$ cat config.mk
export PLATFORM = sky130hd
export DESIGN_NAME = udc_bus_collect_flat
export DESIGN_NICKNAME = d
export VERILOG_FILES = /design/src/rtl/udc_bus_collect_if.sv /design/src/rtl/udc_bus_collect.sv /design/src/flat_wrapper.sv
export SDC_FILE = /design/constraint.sdc
export NUM_CORES = 1
export LEC_CHECK = 0
export CORE_MARGIN = 3
export CORE_UTILIZATION = 45
export CTS_CLUSTER_SIZE = 8
export DETAILED_ROUTE_END_ITERATION = 7
export PLACE_DENSITY = 0.76
export SYNTH_ARGS = -nofsm -noshare
export SYNTH_HDL_FRONTEND = slang
export SYNTH_SLANG_ARGS = --single-unit
$ cat constraint.sdc
create_clock -name i_clk -period 4.1 [get_ports i_clk]
set_input_delay 0.615 -clock i_clk [delete_from_list [all_inputs] [get_ports i_clk]]
set_output_delay 0.615 -clock i_clk [all_outputs]
set_load 0.02 [all_outputs]
$ cat src/rtl/udc_bus_collect_if.sv
// Byte-stream input and LinkUdc output bundle of the DC-link voltage collector.
interface udc_bus_collect_if #(
   parameter int unsigned N_MOD = 24
);
   logic                  rx_valid;
   logic [7:0]            rx_data;
   logic                  clear_fresh;
   logic [16*N_MOD-1:0]   link_udc_bus;
   logic                  frame_ok;
   logic                  frame_err;
   logic [15:0]           err_cnt;
   logic [N_MOD-1:0]      fresh_mask;
   logic                  all_fresh_c;

   modport master (
      output rx_valid, rx_data, clear_fresh,
      input  link_udc_bus, frame_ok, frame_err, err_cnt, fresh_mask, all_fresh_c
   );

   modport slave (
      input  rx_valid, rx_data, clear_fresh,
      output link_udc_bus, frame_ok, frame_err, err_cnt, fresh_mask, all_fresh_c
   );
endinterface

$ cat src/rtl/udc_bus_collect.sv
// Decodes per-module Udc report frames and writes them into the packed LinkUdc bus
// (module 1 in the MSB slice).
module udc_bus_collect #(
   parameter int unsigned N_MOD       = 24,
   parameter logic [7:0]  HEADER      = 8'hA5,
   parameter int unsigned TIMEOUT_CYC = 5000
) (
   input logic             i_clk,
   input logic             i_reset_n,
   udc_bus_collect_if.slave bus
);
   localparam int unsigned BUS_W = 16 * N_MOD;
   localparam int unsigned TO_W  = $clog2(TIMEOUT_CYC + 1);

   typedef enum logic [2:0] {S_IDLE, S_ID, S_HI, S_LO, S_CHK} state_t;

   state_t            state;
   logic [7:0]        id_q;
   logic [7:0]        hi_q;
   logic [7:0]        lo_q;
   logic [TO_W-1:0]   to_cnt;
   logic [BUS_W-1:0]  udc_q;
   logic [N_MOD-1:0]  fresh_q;
   logic [15:0]       err_cnt_q;
   logic              ok_q;
   logic              err_q;

   logic [7:0]        sum_c;
   logic              good_c;

   // Frame check evaluated against the CHK byte currently on the bus
   assign sum_c  = 8'(id_q + hi_q + lo_q);
   assign good_c = (bus.rx_data == sum_c) && (id_q != 8'd0) && (32'(id_q) <= N_MOD);

   always_ff @(posedge i_clk or negedge i_reset_n) begin
      if (!i_reset_n) begin
         state     <= S_IDLE;
         id_q      <= '0;
         hi_q      <= '0;
         lo_q      <= '0;
         to_cnt    <= '0;
         udc_q     <= '0;
         fresh_q   <= '0;
         err_cnt_q <= '0;
         ok_q      <= 1'b0;
         err_q     <= 1'b0;
      end else begin
         ok_q  <= 1'b0;
         err_q <= 1'b0;
         // Clear first; an accepted frame later in this block re-sets its own bit
         if (bus.clear_fresh) fresh_q <= '0;

         if (state == S_IDLE) begin
            to_cnt <= '0;
            if (bus.rx_valid && bus.rx_data == HEADER) state <= S_ID;
         end else if (bus.rx_valid) begin
            to_cnt <= '0;
            unique case (state)
               S_ID: begin
                  id_q  <= bus.rx_data;
                  state <= S_HI;
               end
               S_HI: begin
                  hi_q  <= bus.rx_data;
                  state <= S_LO;
               end
               S_LO: begin
                  lo_q  <= bus.rx_data;
                  state <= S_CHK;
               end
               default: begin
                  state <= S_IDLE;
                  if (good_c) begin
                     ok_q <= 1'b1;
                     for (int unsigned k = 1; k <= N_MOD; k++) begin
                        if (id_q == 8'(k)) begin
                           udc_q[16*(N_MOD-k) +: 16] <= {hi_q, lo_q};
                           fresh_q[k-1]              <= 1'b1;
                        end
                     end
                  end else begin
                     err_q <= 1'b1;
                     if (err_cnt_q != 16'hFFFF) err_cnt_q <= 16'(err_cnt_q + 16'd1);
                  end
               end
            endcase
         end else if (to_cnt == TO_W'(TIMEOUT_CYC - 1)) begin
            // Link went quiet mid-frame: drop the partial frame
            state  <= S_IDLE;
            to_cnt <= '0;
            err_q  <= 1'b1;
            if (err_cnt_q != 16'hFFFF) err_cnt_q <= 16'(err_cnt_q + 16'd1);
         end else begin
            to_cnt <= TO_W'(to_cnt + TO_W'(1));
         end
      end
   end

   assign bus.link_udc_bus = udc_q;
   assign bus.frame_ok     = ok_q;
   assign bus.frame_err    = err_q;
   assign bus.err_cnt      = err_cnt_q;
   assign bus.fresh_mask   = fresh_q;
   assign bus.all_fresh_c  = &fresh_q;
endmodule

$ cat src/flat_wrapper.sv
// flat-port wrapper written by rule: the top's interface ports become plain ports
module udc_bus_collect_flat 
#(
   parameter int unsigned N_MOD       = 24,
   parameter logic [7:0]  HEADER      = 8'hA5,
   parameter int unsigned TIMEOUT_CYC = 5000
)
  (i_clk, i_reset_n, bus_rx_valid, bus_rx_data, bus_clear_fresh, bus_link_udc_bus, bus_frame_ok, bus_frame_err, bus_err_cnt, bus_fresh_mask, bus_all_fresh_c);
  udc_bus_collect_if #(.N_MOD(N_MOD)) bus_i ();
  input logic i_clk;
  input logic i_reset_n;
  input wire logic [$bits(bus_i.rx_valid)-1:0] bus_rx_valid;
  input wire logic [$bits(bus_i.rx_data)-1:0] bus_rx_data;
  input wire logic [$bits(bus_i.clear_fresh)-1:0] bus_clear_fresh;
  output wire logic [$bits(bus_i.link_udc_bus)-1:0] bus_link_udc_bus;
  output wire logic [$bits(bus_i.frame_ok)-1:0] bus_frame_ok;
  output wire logic [$bits(bus_i.frame_err)-1:0] bus_frame_err;
  output wire logic [$bits(bus_i.err_cnt)-1:0] bus_err_cnt;
  output wire logic [$bits(bus_i.fresh_mask)-1:0] bus_fresh_mask;
  output wire logic [$bits(bus_i.all_fresh_c)-1:0] bus_all_fresh_c;
  assign bus_i.rx_valid = bus_rx_valid;
  assign bus_i.rx_data = bus_rx_data;
  assign bus_i.clear_fresh = bus_clear_fresh;
  assign bus_link_udc_bus = bus_i.link_udc_bus;
  assign bus_frame_ok = bus_i.frame_ok;
  assign bus_frame_err = bus_i.frame_err;
  assign bus_err_cnt = bus_i.err_cnt;
  assign bus_fresh_mask = bus_i.fresh_mask;
  assign bus_all_fresh_c = bus_i.all_fresh_c;
  udc_bus_collect #(.N_MOD(N_MOD), .HEADER(HEADER), .TIMEOUT_CYC(TIMEOUT_CYC)) u_core (.i_clk(i_clk), .i_reset_n(i_reset_n), .bus(bus_i));
endmodule
* After elaboration in Yosys (flattened, before gate mapping)
Cells that the tools add are included.
** Cells by class
- $add $sub $neg :: 4
- $lt $le $gt $ge :: 1
- Equality and inequality tests :: 34
- Muxes and demuxes :: 51
- Bitwise gates (word level) :: 2
- Reduce and logical (&&, ||, !) cells :: 38
** Operators with widths (number)
- 24-bit two-way mux :: 5
- 5-bit AND reduction :: 24
- 16-bit two-way mux :: 5
- 8-bit by 5-bit == test with 1-bit output, second input constant :: 9
- 8-bit by 4-bit == test with 1-bit output, second input constant :: 8
- 13-bit two-way mux :: 3
- 1-bit two-way mux :: 33
- 8-bit by 3-bit == test with 1-bit output, second input constant :: 4
- 24-bit AND reduction :: 1
- 16-bit by 1-bit adder with 16-bit output, second input constant :: 1
- 8-bit adder :: 2
- 8-bit by 2-bit == test with 1-bit output, second input constant :: 2
- 16-bit inequality test, second input constant :: 1
- 13-bit by 1-bit adder with 13-bit output, second input constant :: 1
- 13-bit == test, second input constant :: 1
- 3-bit two-way mux :: 4
- 3-bit case mux with 3 select lines :: 1
- 3-bit AND reduction :: 3
- 8-bit by 1-bit == test with 1-bit output, second input constant :: 1
- 8-bit == test :: 1
- 8-bit == test, second input constant :: 1
- 8-bit by 5-bit <= comparator with 1-bit output, second input constant :: 1
- 8-bit nonzero test :: 1
- 3-bit by 2-bit == test with 1-bit output, second input constant :: 2
- 10 further kinds :: 15
** Storage, ports and cells
- Flip-flop bits (word level) :: 466
- Bits of input ports :: 12
- Word-level logic and storage cells :: 163

* Depth between registers and ports, before layout
- Depth in word-level cells :: 9
- Mapped depth :: 15
- Mapped depth without buffers :: 12

* Least setup slack after synthesis
OpenSTA, ideal clock, no wires.
- Path type :: register to register
- Start point :: reg u_core.lo_q[0]
- End point :: reg u_core.udc_q[103] (netlist: u_core.bus.link_udc_bus[103])
- Setup time :: 0.125 ns
- Data arrival time :: 3.845 ns
- Setup slack :: 0.130 ns
- Stages on the path, launching flop included :: 15
- Clock period less this slack :: 3.970 ns
- Cells stage by stage :: dfrtp_1 > clkbuf_1 > inv_1 > fa_1 > inv_1 > ha_1 > fa_1 > xnor2_1 > nand3_1 > nor4_2 > nand2b_2 > nor4_4 > nand2_4 > buf_6 > mux2_4
** Between the ends
- Cells in the longest elaborated chain, start to end :: 5
** RTL lines
- from (decl) :: line udc_bus_collect.sv:20 : logic [7:0] lo_q;
- from (signal assigned) :: line udc_bus_collect.sv:68 : lo_q <= bus.rx_data;
- 8-bit adder :: line udc_bus_collect.sv:32 : assign sum_c = 8'(id_q + hi_q + lo_q);
- 8-bit == test :: line udc_bus_collect.sv:33 : assign good_c = (bus.rx_data == sum_c) && (id_q != 8'd0) && (32'(id_q) <= N_MOD);
- 1-bit logical AND (2 in a row) :: line udc_bus_collect.sv:33
- 5-bit AND reduction (no line)
- to (signal, indexed assignment) :: line udc_bus_collect.sv:77 : udc_q[16*(N_MOD-k) +: 16] <= {hi_q, lo_q};
- to (decl) :: line udc_bus_collect.sv:22 : logic [BUS_W-1:0] udc_q;
No other way between the ends.
A chain may end at the register's enable or synchronous reset.

* Worst setup path after layout
- Start point :: reg u_core.lo_q[1]
- End point :: reg u_core.udc_q[18] (netlist: u_core.bus.link_udc_bus[18])
The elaborated chain is that of the path after synthesis.

==> flow_metrics.env <==
export IMPL_status="complete, no violations"
export IMPL_ys_seq_area_share_pct=62.2
export IMPL_drc=0
export IMPL_r2r_end="u_core.bus.link_udc_bus[18]$_DFFE_PN0P_"
export IMPL_yosys_area_top_type_share_pct=62.2
export IMPL_multi_input_area_mm2=0.00664
export IMPL_cap_viol_max_count=0
export IMPL_dieArea_mm2=0.0442
export IMPL_fin_cells=2267
export IMPL_postCtsResizedCells=0
export IMPL_rr_worst_depth=12
export IMPL_fillerInstances=3039
export IMPL_clock_path_buffers=3
export IMPL_cts_max_level=3
export IMPL_syn_num_nets=1261
export IMPL_seqCellArea_mm2=0.0117
export IMPL_gp_congestion=0.867
export IMPL_numCtsBuffers=68
export IMPL_ctsHoldBuffers=0
export IMPL_post_route_min_period_ns=3.93
export IMPL_start_util_pct=45.7
export IMPL_finalCritPeriodShare_pct=95.8
export IMPL_rsz0062_at_grt="false"
export IMPL_fin_area_mm2=0.0258
export IMPL_core_mm2=0.0410
export IMPL_nets=1755
export IMPL_required_ns=4.54
export IMPL_grtUsageTotal_pct=24.6
export IMPL_synth_top_area_cell="dfrtp_1"
export IMPL_cp_start_kind="flip-flop"
export IMPL_synth_common_cells="466 x dfrtp_1, 347 x mux2_2, 54 x mux2_4"
export IMPL_cts_root_buf="clkbuf_16"
export IMPL_cp_max_fo=17
export IMPL_synth_most_common_cell="dfrtp_1"
export IMPL_leakagePower_nw=12.5
export IMPL_gr_total_overflow=0
export IMPL_drtPass1Iterations=5
export IMPL_boundaryPins=439
export IMPL_final_hold_violation_count=0
export IMPL_cts_setup_buffers=0
export IMPL_grt_max_degree=99
export IMPL_synthArstFlopShare_pct=100
export IMPL_slew_viol_final=0
export IMPL_synth_edf_count=0
export IMPL_io_buffers=438
export IMPL_dpl_cell_count=2189
export IMPL_grt_pass1_wl_mm=82.1
export IMPL_drt_iter0_markers=794
export IMPL_hp_class="input pin to asynchronous set/reset pin"
export IMPL_grt_pass1_vias=12900
export IMPL_num_vias=12100
export IMPL_critPathKind="flip-flop to flip-flop"
export IMPL_synth_area_top_cells="dfrtp_1 62%, mux2_2 21%, mux2_4 4.3%"
export IMPL_finalHoldWorstSlack_ns=0.0947
export IMPL_antenna_found_initial=3
export IMPL_die_h_um=210
export IMPL_numClockSinks=466
export IMPL_syn_area_per_cell_um2=15.2
export IMPL_die_w_um=210
export IMPL_cts_tree="built"
export IMPL_yosysWarnings=0
export IMPL_setup_violations_final=0
export IMPL_drive_gt1_share_pct=32.6
export IMPL_synth_flop_cell="dfrtp_1"
export IMPL_syn_inst=1233
export IMPL_slew_headroom_pct=33.2
export IMPL_fmax_mhz=255
export IMPL_endpoint_kind="flip-flop"
export IMPL_fin_skew_ns=0.0191
export IMPL_worst_pin_slew_ns=0.998
export IMPL_rrSetupSlack_ns=0.17
export IMPL_fin_setup_tns_ns=0
export IMPL_hpwl_mm=37.5
export IMPL_vdd_ir_drop_max_mv=0.510
export IMPL_synthesis_area_mm2=0.0188
export IMPL_clkTransAtPathRegs_ns=0.05
export IMPL_p_per_area_mw_per_mm2=504
export IMPL_via_per_inst=5.34
export IMPL_synth_seq_cells=466
export IMPL_place_area_mm2=0.0240
export IMPL_r2r_start="u_core.lo_q[1]$_DFFE_PN0P_"
export IMPL_clock_latency_ns=0.56
export IMPL_wl_per_cell_um=24.2
export IMPL_syn2layout_area_growth_pct=37.6
export IMPL_drt_total_wl_mm=54.9
export IMPL_ant_nets=0
export IMPL_ys_types=52
export IMPL_fp_row_count=74
export IMPL_arrival_ns=4.36
-- cell families after synthesis --
| kind of cell | after synthesis | share of synthesized area [%] |
|---|---|---|
| AO/OA/AOI/OAI | 45 | 1.45 |
| XOR/XNOR | 40 | 1.95 |
| adder cells (fa/ha/maj) | 16 | 1.39 |
| buffers and inverters | 106 | 2.49 |
| flip-flops | 466 | 62.2 |
| multiplexers | 407 | 25.5 |
| AND/OR/NAND/NOR | 153 | 5.02 |
-- registers in the layout, summed over array words and instances (netlist names) --
signal / cells
u_core.state: 3
u_core.id_q: 8
u_core.bus.link_udc_bus: 384
u_core.lo_q: 8
u_core.bus.fresh_mask: 24
u_core.hi_q: 8
u_core.bus.frame_err: 1
u_core.bus.frame_ok: 1
u_core.to_cnt: 13
u_core.bus.err_cnt: 16
-- cells in the final DEF (no fill, tap or decap), drive strengths merged, types with 13 or more instances in the layout --
cell           instances
inv                   39
mux2                 407
nor3                  13
xor2                  21
nor2                  28
clkdlybuf4s50        437
nor4                  13
buf                   56
dfrtp                466
o21ai                 29
nand3                 25
xnor2                 19
clkbuf                73
nand2                 38
-- worst max-delay path, stage by stage (launching register included) --
cell and delay [ns]:
dfrtp_1 0.39, fa_1 0.48, ha_1 0.25, fa_1 0.41, a21o_1 0.20, a21oi_1 0.22, o21ai_0 0.20, xnor2_2 0.53
nor4_4 0.14, buf_4 0.20, nand3_2 0.07, buf_4 0.33, mux2_2 0.39
-- metrics by stage --
| stage | util (%) | setup WS [ns] | power, mW |
|---|---|---|---|
| after floorplan | - | 0.130 | 7.12 |
| after global placement | 58.6 | 0.161 | 8.21 |
| after detailed placement | 58.6 | 0.108 | 8.24 |
| after CTS | 62.9 | 0.117 | 13.1 |
| after global routing | 62.9 | 0.0326 | 13.6 |
| final | 62.9 | 0.173 | 13.0 |
-- power breakdown --
| part | total (mW) | switching [mW] | internal, mW | leakage [nW] |
|---|---|---|---|---|
| combinational | 3.18 | 2.13 | 1.05 | 5.19 |
| sequential | 4.98 | 0.189 | 4.79 | 6.44 |
| clock | 4.84 | 1.85 | 2.98 | 0.876 |
| total | 13.0 | 4.17 | 8.83 | 12.5 |
-- how the worst max path moves through the flow --
stage                               start                                        to  slack (ns)
2_1_floorplan  u_core.lo_q[0]$_DFFE_PN0P_  u_core.bus.link_udc_bus[103]$_DFFE_PN0P_        0.13
3_3_place_gp   u_core.lo_q[1]$_DFFE_PN0P_  u_core.bus.link_udc_bus[180]$_DFFE_PN0P_        0.16
3_5_place_dp   u_core.lo_q[1]$_DFFE_PN0P_  u_core.bus.link_udc_bus[249]$_DFFE_PN0P_        0.11
4_1_cts        u_core.lo_q[1]$_DFFE_PN0P_  u_core.bus.link_udc_bus[249]$_DFFE_PN0P_        0.12
5_1_grt        u_core.lo_q[1]$_DFFE_PN0P_   u_core.bus.link_udc_bus[18]$_DFFE_PN0P_        0.03
6_report       u_core.lo_q[1]$_DFFE_PN0P_   u_core.bus.link_udc_bus[18]$_DFFE_PN0P_        0.17
-- layout make-up --
class	count	share of cell area, %
tap	532	2.58
clock inverter	2	0.0679
timing repair buffer	493	19.0
sequential	466	45.2
inverter	37	0.538
multi-input combinational	661	25.7
antenna	3	0.0291
clock buffer	73	6.83
-- layer usage --
metal	track usage, %	up-vias	wire length (um)
li1	-	5272	-
met1	31.5	6324	22500
met2	41.3	416	27200
met3	6.47	90	3640
met4	7.86	0	1530
met5	0	-	0
Power figures use the tool's default switching activity.
